$ cat config.mk
export PLATFORM = sky130hd
export DESIGN_NAME = rf_wb_arbiter
export DESIGN_NICKNAME = d
export VERILOG_FILES = /design/src/rtl/rf_wb_arbiter.sv
export SDC_FILE = /design/constraint.sdc
export NUM_CORES = 1
export LEC_CHECK = 0
export ABC_AREA = 0
export ABC_CLOCK_PERIOD_IN_PS = 4300
export BUFFER_PORTS_ARGS = -buffer_cell sky130_fd_sc_hd__buf_2
export CORE_ASPECT_RATIO = 0.6
export CORE_MARGIN = 4
export CORE_UTILIZATION = 57
export DETAILED_ROUTE_END_ITERATION = 10
export PLACE_DENSITY_LB_ADDON = 0.05
export SYNTH_ARGS = -nofsm -noshare
export SYNTH_HDL_FRONTEND = slang
export SYNTH_SLANG_ARGS = --single-unit
$ cat constraint.sdc
create_clock -name Clk -period 4.3 [get_ports Clk]
set_clock_uncertainty 0.05 [all_clocks]
set_input_delay 0.43 -clock Clk [delete_from_list [all_inputs] [get_ports Clk]]
set_output_delay 0.43 -clock Clk [all_outputs]
set_load 0.05 [all_outputs]
$ cat src/rtl/rf_wb_arbiter.sv
// Writeback arbiter: two one-entry slots (ALU, load) drained round-robin into a
// registered register-file write port. Writes to register 0 are dropped and counted.
module rf_wb_arbiter #(
    parameter int DATA_W = 32,
    parameter int ADDR_W = 5,
    parameter int CNT_W  = 8
) (
    input  logic              Clk,
    input  logic              Rst_n,
    input  logic              AValid,
    output logic              AReady,
    input  logic [ADDR_W-1:0] AAddr,
    input  logic [DATA_W-1:0] AData,
    input  logic              MValid,
    output logic              MReady,
    input  logic [ADDR_W-1:0] MAddr,
    input  logic [DATA_W-1:0] MData,
    input  logic              Hold,
    output logic [ADDR_W-1:0] Awr,
    output logic [DATA_W-1:0] Din,
    output logic              WrEn,
    output logic              Idle,
    output logic [CNT_W-1:0]  DropCnt
);

    typedef enum logic {PRI_A, PRI_M} pri_t;

    pri_t              pri_q, pri_d;
    logic              a_full, m_full;
    logic [ADDR_W-1:0] a_addr, m_addr;
    logic [DATA_W-1:0] a_data, m_data;
    logic              grant_a, grant_m;
    logic              a_hs, m_hs;
    logic [ADDR_W-1:0] sel_addr;
    logic [DATA_W-1:0] sel_data;

    always_ff @(posedge Clk or negedge Rst_n) begin
        if (!Rst_n) pri_q <= PRI_A;
        else        pri_q <= pri_d;
    end

    always_comb begin
        grant_a  = 1'b0;
        grant_m  = 1'b0;
        pri_d    = pri_q;
        sel_addr = a_addr;
        sel_data = a_data;
        if (!Hold) begin
            if (a_full && (!m_full || pri_q == PRI_A)) grant_a = 1'b1;
            else if (m_full)                           grant_m = 1'b1;
        end
        if (grant_a) pri_d = PRI_M;
        if (grant_m) begin
            pri_d    = PRI_A;
            sel_addr = m_addr;
            sel_data = m_data;
        end
    end

    // Ready depends only on registered state and Hold, never on Valid.
    assign AReady = !a_full || grant_a;
    assign MReady = !m_full || grant_m;
    assign a_hs   = AValid && AReady;
    assign m_hs   = MValid && MReady;
    assign Idle   = !a_full && !m_full && !WrEn;

    always_ff @(posedge Clk or negedge Rst_n) begin
        if (!Rst_n) begin
            a_full <= 1'b0;
            a_addr <= '0;
            a_data <= '0;
            m_full <= 1'b0;
            m_addr <= '0;
            m_data <= '0;
        end else begin
            if (a_hs) begin
                a_full <= 1'b1;
                a_addr <= AAddr;
                a_data <= AData;
            end else if (grant_a) begin
                a_full <= 1'b0;
            end
            if (m_hs) begin
                m_full <= 1'b1;
                m_addr <= MAddr;
                m_data <= MData;
            end else if (grant_m) begin
                m_full <= 1'b0;
            end
        end
    end

    always_ff @(posedge Clk or negedge Rst_n) begin
        if (!Rst_n) begin
            WrEn    <= 1'b0;
            Awr     <= '0;
            Din     <= '0;
            DropCnt <= '0;
        end else begin
            WrEn <= 1'b0;
            if (grant_a || grant_m) begin
                if (sel_addr != '0) begin
                    WrEn <= 1'b1;
                    Awr  <= sel_addr;
                    Din  <= sel_data;
                end else if (DropCnt != '1) begin
                    DropCnt <= DropCnt + CNT_W'(1);
                end
            end
        end
    end

endmodule

==> results.json, run 1 <==
{
  "ys_ff_latch": 123,
  "relSlewSlack_pct": 31.6,
  "synth_compound_area_share_pct": 2.13,
  "cts_buffer_depth": 2,
  "multi_input_area_um2": 2070,
  "groute.usage.overall_pct": 21.5,
  "synth_area_leaders": "dfrtp_1 (59%), mux2_2 (27%), mux2_4 (5.7%), xnor2_1 (1.2%), o2111ai_1 (0.67%)",
  "syn2layout_area_growth_pct": 25.4,
  "netlist_area_um2": 5220,
  "dp.cells": 558,
  "coreArea_um2": 8720,
  "crit_chain": "or4_1 > a211oi_2 > nor3_4 > buf_4 > mux2_4",
  "finalSetupViolations": 0,
  "synth_cell_types": 29,
  "synthSimpleGateAreaFrac_pct": 2.83,
  "fin_crit_sh_pct": 57.3,
  "synth_top_area_share_pct": 58.9,
  "numCtsBuffers": 17,
  "via_per_inst": 5.30,
  "path_depth": 5,
  "r2r_start": "a_addr[1]",
  "portBuffers": 127,
  "overflow": 0,
  "min-delay-path-class": "in -> async",
  "crit_buf_inv": 1,
  "fin_setup_tns_ns": 0,
  "cts_setup_buffers": 0,
  "timing.final.max_slew_violations": 0,
  "startpoint": "a_addr[1]",
  "regArea_um2": 3080,
  "ys.flop_type": "dfrtp_1",
  "grt_pass1_wl_um": 17600,
  "routabilityCongestion": 0.779,
  "critPathSlowestCell": "or4_1",
  "rr_worst_depth": 5,
  "synthArstFlopShare_pct": 100,
  "fmax_ghz": 0.406,
  "grt_busiest_layer": "met2",
  "cts_hold_buf": 0,
  "rsz0062_at_grt": "no",
  "htreeDepth": 4,
  "clk_pin_slew_ns": 0.05,
  "cp-start-kind": "flop",
  "syn_nets": 409,
  "first_iter_violations": 84,
  "wl_per_cell_um": 18.4,
  "dieArea_um2": 10800,
  "status": "finished, final reports clean",
  "drc": 0,
  "layout.nets": 545,
  "rows": 26,
  "synth_top_cell_by_area": "dfrtp_1",
  "antenna_found_initial": 2,
  "utilization_pct": 75.1,
  "start_util_pct": 59.9,
  "dieWidth_um": 132,
  "leakage_nw": 3.07,
  "grt_util_met3_pct": 7.69,
  "nFillCells": 556,
  "die_h_um": 82.1,
  "drt_wl_total_um": 10800,
  "maxCapViolCount": 0,
  "use_met2_pct": 33.1,
  "vias": 3128,
  "drive_gt1_share_pct": 65.5,
  "first_pass_iters": 4,
  "path_max_fanout": 38,
  "cts-root-buf": "clkbuf_16",
  "dp_hpwl_um": 7240,
  "required_ns": 4.54,
  "cp.arrival_ns": 2.70,
  "syn_inst": 329,
  "criticalPathCategory": "reg -> reg",
  "hold_viol": 0,
  "cts_resized": 0,
  "vdd_ir_drop_max_mv": 0.528,
  "synth_top_family_by_area": "multiplexers",
  "grt_max_degree": 74,
  "syn_area_per_cell_um2": 15.9,
  "synth_edf_count": 0,
  "io_pins": 128,
  "grt_pass1_vias": 3362,
  "rrSetupSlack_ns": 1.84,
  "synth_fa_ha_area_share_pct": 0.240,
  "synth.area.mux_share_pct": 33.1,
  "met1_usage_pct": 28.7,
  "tritoncts": "done",
  "postRouteAntennaNets": 0,
  "timing.final.crit_period_ns": 2.46,
  "yosysSeqAreaShare_pct": 58.9,
  "ys_warn_count": 0,
  "worstMarginPinSlew_ns": 1.02,
  "p_per_area_nw_per_um2": 776,
  "numClockSinks": 123,
  "fin_cells": 590,
  "worst_path_largest_cell_delay_ns": 0.56,
  "cp_top_family": "simple AND/OR/NAND/NOR gates",
  "antenna_cells": 0,
  "synthXorXnorAreaFrac_pct": 1.17,
  "clkLatencyLatePin_ns": 0.40,
  "worst_setup_path_end_kind": "flop"
}
-- stage by stage --
| step | cell area [µm²] | total power, mW | worst slack (ns) | hold WS, ns |
|---|---|---|---|---|
| after floorplan | 5220 | 3.25 | 1.30 | 0.0844 |
| after global placement | 5960 | 3.66 | 1.93 | 0.426 |
| after detailed placement | 5960 | 3.72 | 1.88 | 0.434 |
| after CTS | 6550 | 5.13 | 1.85 | 0.136 |
| after global routing | 6550 | 5.33 | 1.73 | 0.159 |
| final | 6550 | 5.08 | 1.84 | 0.0944 |
-- sequential cells by signal (all words and copies together), names as in the netlist --
| register | flops |
|---|---|
| Awr | 5 |
| Din | 32 |
| DropCnt | 8 |
| WrEn | 1 |
| a_addr | 5 |
| a_data | 32 |
| a_full | 1 |
| m_addr | 5 |
| m_data | 32 |
| m_full | 1 |
| pri_q | 1 |
-- layer usage --
layer  part of all wire [%]  vias to the layer above
li1                       -                     1481
met1                     48                     1547
met2                     45                       85
met3                    6.7                       11
met4                   0.79                        4
met5                   0.20                        -
-- logic make-up after synthesis --
family          after synthesis
mux                         147
xor+xnor                      7
simple gates                 21
fa+ha+maj                     1
buf+inv                      15
flops                       123
compound gates               15
-- final cells by class --
type / instances / share of cell area [%]
flip-flops and latches: 123 / 47.0
multi-input cells: 191 / 31.7
repair buffers: 130 / 10.1
clock buffers: 21 / 7.18
well taps: 112 / 2.14
clock inverters: 11 / 1.80
inverters: 2 / 0.115
-- cell usage after synthesis, types with 2 or more instances --
cell type  count
and3_1         2
and4_1         2
buf_2          4
buf_6          3
clkbuf_1       6
dfrtp_1      123
inv_1          2
mux2_2       125
mux2_4        20
mux2i_1        2
nand2_1        5
nand2b_1       4
nor2b_1        2
o2111ai_1      4
o211ai_1       2
o21ai_0        3
o22ai_1        2
xnor2_1        7
-- power breakdown --
group | switching, mW | internal (mW) | leakage, nW
clock | 0.492 | 0.895 | 0.289
sequential | 0.262 | 1.60 | 1.45
combinational | 1.10 | 0.726 | 1.33
total | 1.85 | 3.22 | 3.07
-- placed cells by master, fill, tap and decap left out, drive strengths merged --
master | synthesis | routed
a211oi | 1 | 1
o2111ai | 4 | 4
and2 | 1 | 1
and3 | 2 | 2
clkbuf | 6 | 21
and4 | 2 | 2
o21bai | 1 | 1
clkinv | 0 | 6
or4 | 2 | 2
nor2b | 2 | 2
ha | 1 | 1
a21o | 1 | 1
inv | 2 | 3
a31oi | 1 | 1
nand2 | 5 | 5
o22ai | 2 | 2
o211ai | 2 | 2
nor4 | 1 | 1
nand2b | 4 | 4
mux2 | 145 | 145
clkinvlp | 0 | 2
mux2i | 2 | 2
dfrtp | 123 | 123
o21ai | 3 | 3
bufinv | 0 | 2
xnor2 | 7 | 7
nor3 | 2 | 2
buf | 7 | 130
-- worst reg2reg max path: stages (launching register included) --
cell and delay (ns):
dfrtp_1 0.40, or4_1 0.56, a211oi_2 0.56, nor3_4 0.04, buf_4 0.34, mux2_4 0.40
-- worst paths after layout --
path,to
min reg2reg,DropCnt[6]
max,Din[18]
max reg2reg,Din[18]
max in group asynchronous,Din[26]
min,m_full
min in group Clk,m_full
(Power assumes the default switching activity.)
==> run 2, diff against run 1 <==
Settings changed: ABC_CLOCK_PERIOD_IN_PS 4300 to 2200, CORE_UTILIZATION 57 to 48.
Clock period 4.3 ns to 2.2 ns, I/O delays scaled along.
==> run 2 against run 1 <==
Clock-buffer cell count fell by 4; combinational power rose by 100%; first-iteration DRC count fell by 2.4%; largest power group is now combinational logic; wire length rose by 7.1%.
==> results.json, run 2 (synthesis results as in run 1) <==
{
  "status": "finished, final reports clean",
  "overflow": 0,
  "fin_cells": 682,
  "fin_crit_sh_pct": 95.6,
  "portBuffers": 127,
  "postRouteAntennaNets": 0,
  "cp-start-kind": "flop",
  "dp.cells": 595,
  "required_ns": 2.43,
  "first_pass_iters": 4,
  "hold_viol": 0,
  "top_layer_used": "met4",
  "multi_input_area_um2": 2090,
  "timing.final.crit_period_ns": 2.10,
  "final_cell_mix": "buf_2 (126), mux2_2 (125), dfrtp_1 (123)",
  "cts-root-buf": "clkbuf_16",
  "critPathSlowestCell": "or4_1",
  "min-delay-path-class": "in -> reg",
  "grt_pass1_vias": 3658,
  "dp_hpwl_um": 7690,
  "fin_setup_tns_ns": 0,
  "dieWidth_um": 143,
  "first_iter_violations": 82,
  "routabilityCongestion": 0.777,
  "crit_chain": "or4_1 > a211oi_4 > nor3_4 > buf_4 > mux2_4",
  "syn2layout_area_growth_pct": 40.0,
  "wl_met2_um": 5630,
  "endpoint": "Din[18]",
  "vdd_ir_drop_max_mv": 0.861,
  "groute.usage.overall_pct": 19.8,
  "wl_met3_um": 644,
  "start_util_pct": 49.3,
  "drt_wl_total_um": 11600,
  "p_per_area_nw_per_um2": 1410,
  "cp.arrival_ns": 2.34,
  "clkLatencyLatePin_ns": 0.40,
  "timing.final.max_slew_violations": 0,
  "io_pins": 128,
  "dieArea_um2": 12700,
  "regArea_um2": 3080,
  "rsz0062_at_grt": "no",
  "relSlewSlack_pct": 61.2,
  "nFillCells": 794,
  "path_max_fanout": 16,
  "tritoncts": "done",
  "criticalPathCategory": "reg -> reg",
  "worst_setup_path_end_kind": "flop",
  "numCtsBuffers": 17,
  "htreeDepth": 4,
  "layout.nets": 609,
  "cts_buffer_depth": 2,
  "worst_path_largest_cell_delay_ns": 0.60,
  "grt_max_degree": 57,
  "numClockSinks": 123,
  "worstReg2RegEnd": "Din[18]",
  "finalSetupViolations": 0,
  "startpoint": "a_addr[2]",
  "rows": 29,
  "layout_commonest_cell": "buf_2",
  "m1WireLength_um": 5270,
  "wl_per_cell_um": 17.0,
  "coreArea_um2": 10600,
  "drive_gt1_share_pct": 60.1,
  "worstMarginPinSlew_ns": 0.580,
  "drc": 0,
  "leakage_nw": 3.39,
  "vias": 3358,
  "rrSetupSlack_ns": 0.1,
  "die_h_um": 88.8,
  "reg.largest.list": "Din (32), a_data (32), m_data (32)",
  "grt_pass1_wl_um": 19200,
  "maxCapViolCount": 0,
  "r2r_start": "a_addr[2]",
  "rr_worst_depth": 5,
  "clk_pin_slew_ns": 0.06,
  "fmax_ghz": 0.475,
  "via_per_inst": 4.92,
  "antenna_found_initial": 1
}
run 2: cell types whose count changed in the layout (fill, tap and decap cells not counted), moves of 3 or more:
cell | previous run | this run
buf_12 | 0 | 4
dlygate4sd3_1 | 0 | 53
clkinv_2 | 5 | 0
clkbuf_8 | 3 | 0
clkinv_4 | 1 | 6
buf_4 | 4 | 11
run 2: layout make-up:
type | instances | share of cell area, %
clock inverters | 15 | 2.93
repair buffers | 194 | 18.1
inverters | 2 | 0.103
clock buffers | 17 | 5.82
flip-flops and latches | 123 | 42.1
well taps | 139 | 2.38
multi-input cells | 191 | 28.5
diodes | 1 | 0.0342
run 2: repair_timing:
item / in CTS / in global routing
endpoints found under the hold margin: 84 / 1
pin swaps: 0 / 2
hold buffers: 52 / 1
gates resized for setup: 1 / 0
setup buffers: 0 / 1
setup endpoints to repair: 1 / 7
run 2: how the worst min path moves through the flow:
| stage | cells after the start | end | start |
|---|---|---|---|
| final | 2 | m_addr[0] | MAddr[0] |
| after global routing | 2 | m_addr[0] | MAddr[0] |
| after CTS | 2 | m_addr[2] | MAddr[2] |
| after detailed placement | 1 | a_data[9] | Rst_n |
| after global placement | 1 | a_data[9] | Rst_n |
| after floorplan | 0 | Awr[0] | Rst_n |
run 2: critical path, delay by kind of cell (launching register included):
kind / cells / cell delay, ns
mux: 1 / 0.33
flops: 1 / 0.39
simple gates: 2 / 0.68
buf+inv: 1 / 0.24
compound gates: 1 / 0.29
run 2: through the flow:
step | power [mW] | worst slack (ns) | utilization, % | hold slack [ns] | instance area (µm²)
6_report | 10.3 | 0.0968 | 69.0 | 0.00872 | 7310
5_1_grt | 10.8 | 0.0254 | 69.0 | 0.000609 | 7310
4_1_cts | 10.4 | 0.0191 | 68.8 | 0.000107 | 7290
3_5_place_dp | 7.31 | 0.0530 | 57.8 | 0.169 | 6120
3_3_place_gp | 7.22 | 0.110 | 57.8 | 0.162 | 6120
2_1_floorplan | 6.35 | 0.0320 | - | -0.126 | 5230
run 2: metal layers:
layer | vias to the layer above | track usage [%]
met4 | 0 | 6.04
met5 | - | 0
met2 | 77 | 32.6
li1 | 1601 | -
met1 | 1674 | 26.1
met3 | 6 | 5.45
run 2: report_power, final:
group | switching [mW] | total [mW] | internal (mW) | leakage [nW]
logic | 2.16 | 3.69 | 1.52 | 1.63
clock network | 1.04 | 2.96 | 1.92 | 0.305
registers | 0.514 | 3.65 | 3.13 | 1.45
total | 3.72 | 10.3 | 6.57 | 3.39
